`src/rtl/vga_timing_pkg.sv`:
```
`default_nettype none
// ----------------------------------------------------------------------
// vga_timing_pkg - coordinate type and 640x480@60 raster constants
// Revision: 1.0
// ----------------------------------------------------------------------
package vga_timing_pkg;

  typedef logic [9:0] coord_t;

  localparam int H_ACTIVE_DEF = 640;
  localparam int H_FP_DEF     = 16;
  localparam int H_SYNC_DEF   = 96;
  localparam int H_BP_DEF     = 48;
  localparam int V_ACTIVE_DEF = 480;
  localparam int V_FP_DEF     = 10;
  localparam int V_SYNC_DEF   = 2;
  localparam int V_BP_DEF     = 33;

  localparam int H_TOTAL  = H_ACTIVE_DEF + H_FP_DEF + H_SYNC_DEF + H_BP_DEF;
  localparam int V_TOTAL  = V_ACTIVE_DEF + V_FP_DEF + V_SYNC_DEF + V_BP_DEF;
  localparam int HS_START = H_ACTIVE_DEF + H_FP_DEF;
  localparam int HS_END   = HS_START + H_SYNC_DEF;
  localparam int VS_START = V_ACTIVE_DEF + V_FP_DEF;
  localparam int VS_END   = VS_START + V_SYNC_DEF;

  // Idle pattern of the {hs, vs, blank} bundle: syncs inactive, video dark.
  localparam logic [2:0] SYNC_IDLE = 3'b110;

  function automatic coord_t to_coord(input int v);
    return coord_t'(v);
  endfunction

endpackage
`default_nettype wire

```
`src/rtl/vga_sync_delay.sv`:
```
`default_nettype none
// ----------------------------------------------------------------------
// vga_sync_delay - DEPTH-stage shift register for the {hs, vs, blank} bundle
// Revision: 1.0
// ----------------------------------------------------------------------
module vga_sync_delay
  import vga_timing_pkg::*;
#(
  parameter int DEPTH = 2
) (
  input  logic       clk,
  input  logic       rst_n,
  input  logic [2:0] din,
  output logic [2:0] dout
);

  generate
    if (DEPTH == 0) begin : g_bypass
      logic unused_clk_rst;
      assign unused_clk_rst = clk ^ rst_n;
      assign dout           = din;
    end else begin : g_pipe
      logic [2:0] stage_q [DEPTH];
      logic [2:0] stage_d [DEPTH];

      always_comb begin
        stage_d[0] = din;
        for (int i = 1; i < DEPTH; i++) begin
          stage_d[i] = stage_q[i-1];
        end
      end

      // Reset flushes every stage to idle rather than letting it drain.
      always_ff @(posedge clk or negedge rst_n) begin
        if (!rst_n) begin
          for (int i = 0; i < DEPTH; i++) begin
            stage_q[i] <= SYNC_IDLE;
          end
        end else begin
          for (int i = 0; i < DEPTH; i++) begin
            stage_q[i] <= stage_d[i];
          end
        end
      end

      assign dout = stage_q[DEPTH-1];
    end
  endgenerate

endmodule
`default_nettype wire

```
`src/rtl/vga_timing_gen.sv`:
```
`default_nettype none
// ----------------------------------------------------------------------
// vga_timing_gen - free-running VGA raster counters, sync/blank decode
// Revision: 1.0
// ----------------------------------------------------------------------
module vga_timing_gen
  import vga_timing_pkg::*;
#(
  parameter int H_ACTIVE   = H_ACTIVE_DEF,
  parameter int H_FP       = H_FP_DEF,
  parameter int H_SYNC     = H_SYNC_DEF,
  parameter int H_BP       = H_BP_DEF,
  parameter int V_ACTIVE   = V_ACTIVE_DEF,
  parameter int V_FP       = V_FP_DEF,
  parameter int V_SYNC     = V_SYNC_DEF,
  parameter int V_BP       = V_BP_DEF,
  parameter int PIPE_DELAY = 2
) (
  input  logic       vga_clk,
  input  logic       reset_n,
  output logic [9:0] DrawX,
  output logic [9:0] DrawY,
  output logic       blank,
  output logic       hs,
  output logic       vs,
  output logic       frame_start,
  output logic       vblank_start,
  output logic       hs_d,
  output logic       vs_d,
  output logic       blank_d
);

  localparam coord_t H_LAST = to_coord(H_ACTIVE + H_FP + H_SYNC + H_BP - 1);
  localparam coord_t V_LAST = to_coord(V_ACTIVE + V_FP + V_SYNC + V_BP - 1);
  localparam coord_t H_VIS  = to_coord(H_ACTIVE);
  localparam coord_t V_VIS  = to_coord(V_ACTIVE);
  localparam coord_t HS_LO  = to_coord(H_ACTIVE + H_FP);
  localparam coord_t HS_HI  = to_coord(H_ACTIVE + H_FP + H_SYNC);
  localparam coord_t VS_LO  = to_coord(V_ACTIVE + V_FP);
  localparam coord_t VS_HI  = to_coord(V_ACTIVE + V_FP + V_SYNC);

  coord_t     x_q, x_d;
  coord_t     y_q, y_d;
  logic       act_q, act_d;
  logic       hsync_q, hsync_d;
  logic       vsync_q, vsync_d;
  logic       fstart_q, fstart_d;
  logic       vbstart_q, vbstart_d;
  logic [2:0] sync_dly;

  // Decode from the next-state coordinates so every flag lines up with DrawX/DrawY.
  always_comb begin
    x_d = x_q + 10'd1;
    y_d = y_q;
    if (x_q == H_LAST) begin
      x_d = '0;
      if (y_q == V_LAST) begin
        y_d = '0;
      end else begin
        y_d = y_q + 10'd1;
      end
    end
    act_d     = (x_d < H_VIS) && (y_d < V_VIS);
    hsync_d   = !((x_d >= HS_LO) && (x_d < HS_HI));
    vsync_d   = !((y_d >= VS_LO) && (y_d < VS_HI));
    fstart_d  = (x_d == '0) && (y_d == '0);
    vbstart_d = (x_d == '0) && (y_d == V_VIS);
  end

  always_ff @(posedge vga_clk or negedge reset_n) begin
    if (!reset_n) begin
      x_q       <= '0;
      y_q       <= '0;
      act_q     <= 1'b0;
      hsync_q   <= 1'b1;
      vsync_q   <= 1'b1;
      fstart_q  <= 1'b0;
      vbstart_q <= 1'b0;
    end else begin
      x_q       <= x_d;
      y_q       <= y_d;
      act_q     <= act_d;
      hsync_q   <= hsync_d;
      vsync_q   <= vsync_d;
      fstart_q  <= fstart_d;
      vbstart_q <= vbstart_d;
    end
  end

  vga_sync_delay #(
    .DEPTH (PIPE_DELAY)
  ) u_sync_delay (
    .clk   (vga_clk),
    .rst_n (reset_n),
    .din   ({hsync_q, vsync_q, act_q}),
    .dout  (sync_dly)
  );

  assign DrawX                   = x_q;
  assign DrawY                   = y_q;
  assign blank                   = act_q;
  assign hs                      = hsync_q;
  assign vs                      = vsync_q;
  assign frame_start             = fstart_q;
  assign vblank_start            = vbstart_q;
  assign {hs_d, vs_d, blank_d}   = sync_dly;

endmodule
`default_nettype wire
```
`config.mk`:
```
export PLATFORM = sky130hd
export DESIGN_NAME = vga_timing_gen
export DESIGN_NICKNAME = d
export VERILOG_FILES = /design/src/rtl/vga_timing_pkg.sv /design/src/rtl/vga_sync_delay.sv /design/src/rtl/vga_timing_gen.sv
export SDC_FILE = /design/constraint.sdc
export NUM_CORES = 1
export LEC_CHECK = 0
export CAP_MARGIN = 25
export CORE_MARGIN = 4
export CORE_UTILIZATION = 30
export CTS_CLUSTER_SIZE = 16
export DETAILED_ROUTE_END_ITERATION = 6
export PLACE_DENSITY = 0.53
export SETUP_SLACK_MARGIN = 0.05
export SLEW_MARGIN = 10
export SYNTH_ARGS = -nofsm -noshare
export SYNTH_HDL_FRONTEND = slang
export SYNTH_HIERARCHICAL = 1
export SYNTH_SLANG_ARGS = --single-unit
```
`constraint.sdc`:
```
create_clock -name vga_clk -period 5.71 [get_ports vga_clk]
set_input_delay 1.142 -clock vga_clk [delete_from_list [all_inputs] [get_ports vga_clk]]
set_output_delay 1.142 -clock vga_clk [all_outputs]
set_load 0.05 [all_outputs]
```
==> impl_metrics.tcl <==
set metrics [dict create \
    initial_core_util_pct 30.9 \
    worstPathBufferInverterCount 1 \
    synth_area_leader "sky130_fd_sc_hd__dfrtp_1" \
    reg2reg_setup_slack_ps 3030 \
    post_cts_resize_count 0 \
    insertedDiodeCount 0 \
    final-max-slew-violation-count 0 \
    required_worst_endpoint_ps 4570 \
    io_buffer_count 29 \
    drtPass1Iterations 5 \
    drive_gt1_share_pct 14.7 \
    cp.depth 1 \
    hold_ws_ps 356 \
    chipWidth_um 83.3 \
    first_pass_grt_wire_length_um 6500 \
    die_h_um 83.3 \
    multi_input_area_um2 821 \
    cell_area_power_density_nw_per_um2 212 \
    worst_setup_path_endpoint "DrawX[5]" \
    cpLargestDelayFamily "buffers and inverters" \
    setup.worst_path.start_class "register" \
    synth-async-reset-ratio_pct 100 \
    final-setup-viol-count 0 \
    largest_net_degree_at_the_start_of_global_routing 32 \
    path_max_fanout 11 \
    synth.ff_latch_count 31 \
    placed_cells_incl_taps 255 \
    cts_post_setup_buffers_inserted 0 \
    finalHoldViolations 0 \
    cap_viol_max_count 0 \
    dpl_worst_slack_ps 3030 \
    globalRouteTotalUtil_pct 11.9 \
    worstSkewPairLatency_ps 280 \
    top_layer "met4" \
    crit_path_cell_trace "clkdlybuf4s50_1" \
    yosys-top-cells-area "sky130_fd_sc_hd__dfrtp_1, sky130_fd_sc_hd__dfstp_2, sky130_fd_sc_hd__xnor2_1" \
    cts.hold.buffers_added 0 \
    max_freq_mhz 338 \
    max_rail_drop_vdd_v 0.000114 \
    netlist-cell-type-count 53 \
    grt_antenna_before_repair 0 \
    timing.rr.end "vs" \
    synth-edff-count 0 \
    drt-initial-drc-count 78 \
    worst-setup-path-type "reg2out" \
    timing.rr.start "DrawX[5]" \
    cts-buffers-inserted 5 \
    hpwl_um 2660 \
    netlist_top_cells_count "sky130_fd_sc_hd__dfrtp_1, sky130_fd_sc_hd__nand2_1, sky130_fd_sc_hd__nor2_1" \
    htree_levels 2 \
    critPathSlowestCell "sky130_fd_sc_hd__clkdlybuf4s50_1" \
    seq_area_frac_synth_pct 46.0 \
    drc_errors 0 \
    yosys.cell_count.top_type "sky130_fd_sc_hd__dfrtp_1" \
    detailroute.wirelength.met2_um 1650 \
    timing.critical_path.from "DrawX[5]" \
    synth_nets 170 \
    global_route.overflow_total 0 \
    worst_pin_slew_ps 485 \
    fp.dieArea_um2 6950 \
    cts_root_buffer "sky130_fd_sc_hd__clkbuf_8" \
    min_period_over_period_pct 51.9 \
    drtAntennaViolNets 0 \
    clock_path_buffers 2 \
    crit_path_end_kind "output port" \
    boundaryPins 30 \
    core-area_um2 5510 \
    viasPerCell 4.83 \
    worst_ep_arrival_time_ps 1820 \
    timing.clock.skew_ps 11.1 \
    unrepaired_setup_endpoints_after_global_routing "no" \
    post_synth_instance_area_um2 1700 \
    gp_congestion 0.762 \
    nets 195 \
    hold_path_depth 0 \
    number_of_warnings_printed_during_yosys_synthesis 6 \
    clock_sink_count 31 \
    worst_hold_path_type "reg2reg" \
    detail_route.wl_per_cell_um 14.4 \
    met1_length_um 1900 \
    path_clk_slew_ps 60 \
    run_status "finished clean" \
    synthToLayoutAreaGrowth_pct 25.0 \
    crit_path_max_incr_delay_ps 900 \
    syn-instance-count 165 \
    layout.filler_cells 532 \
    fin_tns_setup_ps 0 \
    max-slew-margin-rel_pct 66.8 \
    synthesis.area_per_instance_um2 10.3 \
    reg2regPathDepth 6 \
    std_cell_rows 27 \
    tritoncts "yes" \
    synth_top_cell_area_share_pct 36.7 \
    vias 1270 \
    finalCriticalPeriod_ps 2960 \
    route.met3.wl_um 181 \
    cellLeakagePower_nw 0.805 \
    route.final.wire_length_um 3790 \
    first_global_vias 1263 \
    fin_ws_ps 2750 \
    layoutNonFillerInstCount 263 \
    seq_area_um2 783 \
    synth_top_flop_cell "sky130_fd_sc_hd__dfrtp_1" \
]
power breakdown:
group	switching [mW]	internal, mW	leakage [nW]
clock network	0.0842	0.141	0.0612
logic	0.00425	0.00105	0.362
registers	0	0.220	0.382
total	0.0885	0.362	0.805
registers in the layout, summed over array words and instances (netlist names), 3 cells and up:
register	count
DrawX	10
DrawY	10
u_sync_delay/dout	3
u_sync_delay/g_pipe.stage_d	3
placed cells by master, fill, tap and decap left out, types with 2 or more instances in the layout:
cell and instances:
sky130_fd_sc_hd__nor4b_1 2, sky130_fd_sc_hd__nor3_1 5, sky130_fd_sc_hd__o21ai_0 2, sky130_fd_sc_hd__clkbuf_8 6, sky130_fd_sc_hd__xnor2_1 11, sky130_fd_sc_hd__inv_1 5, sky130_fd_sc_hd__nand3_1 9, sky130_fd_sc_hd__nor4_1 2
sky130_fd_sc_hd__o21ai_1 4, sky130_fd_sc_hd__xor2_1 5, sky130_fd_sc_hd__nand4_1 5, sky130_fd_sc_hd__ha_1 3, sky130_fd_sc_hd__o22ai_1 2, sky130_fd_sc_hd__and3_1 2, sky130_fd_sc_hd__nand2_1 14, sky130_fd_sc_hd__clkdlybuf4s50_1 29
sky130_fd_sc_hd__nand2b_1 2, sky130_fd_sc_hd__dfrtp_1 25, sky130_fd_sc_hd__a21oi_1 3, sky130_fd_sc_hd__nor2_1 14, sky130_fd_sc_hd__o31a_1 2, sky130_fd_sc_hd__dfstp_2 6, sky130_fd_sc_hd__a31oi_1 3
layout make-up:
type / instances / area share [%]
repair buffers: 30 / 14.0
multi-input cells: 117 / 38.6
clock inverters: 2 / 1.65
well taps: 72 / 4.23
inverters: 5 / 0.882
flip-flops and latches: 31 / 36.8
clock buffers: 6 / 3.88
metal layers:
layer  up-vias  global-route usage (%)
met2        25                    17.4
met5         -                       0
met4         0                    4.46
li1        644                       -
met3         4                    4.27
met1       597                    15.9
cells by family (layout without fill, tap and decap cells):
kind of cell / count (synthesis) / count (layout) / synth area share, %
DFF: 31 / 31 / 46.0
AOI/OAI and AO/OA: 28 / 28 / 13.7
muxes: 1 / 1 / 0.588
buffers and inverters: 17 / 43 / 5.80
adders and majority gates: 3 / 3 / 2.20
and+or+nand+nor: 69 / 69 / 23.5
xor gates and xnor gates: 16 / 16 / 8.23
through the flow:
| stage | total power [mW] | cell area [µm²] | utilization [%] |
|---|---|---|---|
| 2_1_floorplan | 0.224 | 1700 | - |
| 3_3_place_gp | 0.229 | 2010 | 36.5 |
| 3_5_place_dp | 0.230 | 2010 | 36.5 |
| 4_1_cts | 0.457 | 2130 | 38.7 |
| 5_1_grt | 0.470 | 2130 | 38.7 |
| 6_report | 0.450 | 2130 | 38.7 |
worst min path at each step:
| stage | from | endpoint | slack, ps |
|---|---|---|---|
| 3_5_place_dp | u_sync_delay/g_pipe.stage_d[0] | u_sync_delay/dout[0] | 340 |
| 4_1_cts | u_sync_delay/g_pipe.stage_d[1] | u_sync_delay/dout[1] | 360 |
| 6_report | u_sync_delay/g_pipe.stage_d[1] | u_sync_delay/dout[1] | 360 |
| 5_1_grt | u_sync_delay/g_pipe.stage_d[2] | u_sync_delay/dout[2] | 360 |
| 3_3_place_gp | u_sync_delay/g_pipe.stage_d[0] | u_sync_delay/dout[0] | 340 |
| 2_1_floorplan | u_sync_delay/g_pipe.stage_d[0] | u_sync_delay/dout[0] | 330 |
(Power assumes the default switching activity.)
==> RTL edit: new RTL, same flow settings <==
Change the parameter `PIPE_DELAY` from 2 to 1.
--- a/src/rtl/vga_timing_gen.sv
+++ b/src/rtl/vga_timing_gen.sv
@@ -16,3 +16,3 @@
   parameter int V_BP       = V_BP_DEF,
-  parameter int PIPE_DELAY = 2
+  parameter int PIPE_DELAY = 1
 ) (
Function: changed (Yosys sat finds a counterexample within 4 cycles, from zero or initial values and one cycle with reset_n low).
==> RTL edit against the unedited design <==
First-iteration DRC count grew 17%; worst setup slack gained 0.085 ns; via count grew 3.7%; final area shrank 5.9%; sequential cell count shrank 3; fmax grew 3.0%; synthesized area shrank 3.0%; routed wire length grew 1.5%; total power shrank 27%; critical path type unchanged; largest cell class unchanged; largest power group is now registers.
==> RTL edit: results (changes against the unedited design) <==
[worst_setup_path]
rr_worst_depth = 6  ; unchanged
path_max_fanout = 12  ; +1
cp.arrival_ns = 1.73  ; -0.09 ns
rr_startpoint = DrawX[0]$_DFF_PN0_
ff2ff_setup_slack_ns = 3.17  ; +0.14 ns
crit_path_top_delay_cell = clkdlybuf4s50_1
max_stage_delay_ns = 0.88  ; -0.02 ns
cp_top_family = buffers and inverters
r2r_end = DrawY[4]$_DFF_PN0_

[timing]
worst_slew_pin_slew_ns = 0.5946  ; +0.1095 ns
skew_ns = 0.002107  ; -0.009032 ns

[yosys]
yosysWarnings = 6  ; unchanged
ys_async_sr_fraction = 1.000  ; unchanged
synth_commonest_cells = 24 x dfrtp_1, 11 x nand2_1, 10 x nand3_1
synthXorXnorAreaFrac = 0.08864  ; +0.006344
synthAdderAreaFrac = 0.02273  ; +0.0006847
yosysSeqAreaShare = 0.4273  ; -0.03268
syn_nets = 164  ; -3.5%
ys_types = 50  ; -5.7%
synthCells = 159  ; -3.6%
yosys-mux-area-fraction = 0.01894  ; +0.01306
synthTopCellsByArea = dfrtp_1 36%, dfstp_2 6.4%, xnor2_1 4.8%
synth_compound_area_frac = 0.08939  ; -0.04727

[cells_and_area]
syn_to_final_growth_pct = 21.21
nFillCells = 527  ; -0.94%
antennaDiodeCount = 0  ; unchanged
layout.nets = 189  ; -3.1%
drive_above_1_share = 0.1202  ; -0.02638

[placed_design]
dp.cells = 249  ; -2.4%
dp.final_hpwl_mm = 2.829  ; +6.5%
place_area_mm2 = 0.001947  ; -3.2%
place.gp.congestion = 0.8581  ; +13%

[outcome]
status = completed

[clocking]
numCtsBuffers = 3  ; -2
h-tree-depth = 1  ; -1
clock_path_buffers = 2  ; unchanged
clkSlewWorstSetupHoldPaths_ns = 0.10  ; +0.04 ns
clock_latency_ns = 0.27
cts-root-buf = clkbuf_8
post_cts_resized = 0  ; unchanged

[global_route]
antenna_found_initial = 0  ; unchanged
grt_pass1_wl_mm = 6.320  ; -2.8%
grt_pass1_vias = 1281  ; +1.4%
grt_max_degree = 29  ; -9.4%
grt_use_total = 0.1203  ; +0.001770

[pwr]
peakVddDrop_mv = 0.09226  ; -19%
p_leak_nw = 0.7757  ; -3.7%

[route]
drt-pass1-iter-count = 4  ; -1
wl_per_cell_um = 15.19  ; +5.5%
drt_iter0_drc = 91  ; +17%
wirelength_mm = 3.842  ; +1.5%
vias_per_cell = 5.206  ; +7.8%

[worst_hold_path]
min_from = vs$_DFF_PN1_
hold_path_depth = 0  ; unchanged

[RTL edit: worst register-to-register path, stage by stage, from the launching register on]
cell and delay [ns]:
dfrtp_1 0.44, ha_1 0.27, nand4_1 0.39, nor3_4 0.53, nand2_1 0.16, or4b_2 0.62
nand2_1 0.08
[RTL edit: area by class of cell]
class | instances | area share
clock buffers | 4 | 0.02750
inverters | 6 | 0.01125
multi-input cells | 115 | 0.4162
flip-flops and latches | 28 | 0.3525
well taps | 70 | 0.04375
repair buffers | 30 | 0.1488
[RTL edit: worst max path at each step]
stage / cells past startpoint / start / endpoint / slack (ns)
2_1_floorplan: 7 / DrawX[5]$_DFF_PN0_ / vblank_start$_DFF_PN0_ / 3.19
3_3_place_gp: 1 / DrawX[8]$_DFF_PN0_ / DrawX[8] / 3.17
3_5_place_dp: 1 / DrawX[8]$_DFF_PN0_ / DrawX[8] / 3.16
5_1_grt: 1 / DrawX[8]$_DFF_PN0_ / DrawX[8] / 2.78
6_report: 1 / DrawX[8]$_DFF_PN0_ / DrawX[8] / 2.83
4_1_cts: 1 / DrawY[3]$_DFF_PN0_ / DrawY[3] / 2.83
[RTL edit: where the power goes]
group | total (W) | switching (W) | internal, W
sequential | 0.000198 | 0 | 0.000198
clock | 0.000125 | 0.0000628 | 0.0000618
combinational | 0.00000480 | 0.00000375 | 0.00000105
[RTL edit: kinds of logic after synthesis]
family                   after synthesis
AND/OR/NAND/NOR                       72
flip-flops                            28
AO/OA/AOI/OAI                         22
buffers and inverters                 16
XOR/XNOR                              15
multiplexers                           3
adder cells (fa/ha/maj)                3
[RTL edit: routing by layer]
metal  GRT usage  share of wire  wire length [um]
met2      0.1779           0.45              1747
met5           0              0                 0
met1      0.1681           0.46              1776
met3     0.03471          0.063               243
met4     0.03821          0.019                74
[RTL edit: through the flow]
step	setup slack [ns]	hold WS [ns]
floorplan	3.195	0.4715
global placement	3.166	0.3558
detailed placement	3.158	0.3578
CTS	2.834	0.3729
global route	2.782	0.3797
finish	2.834	0.3702
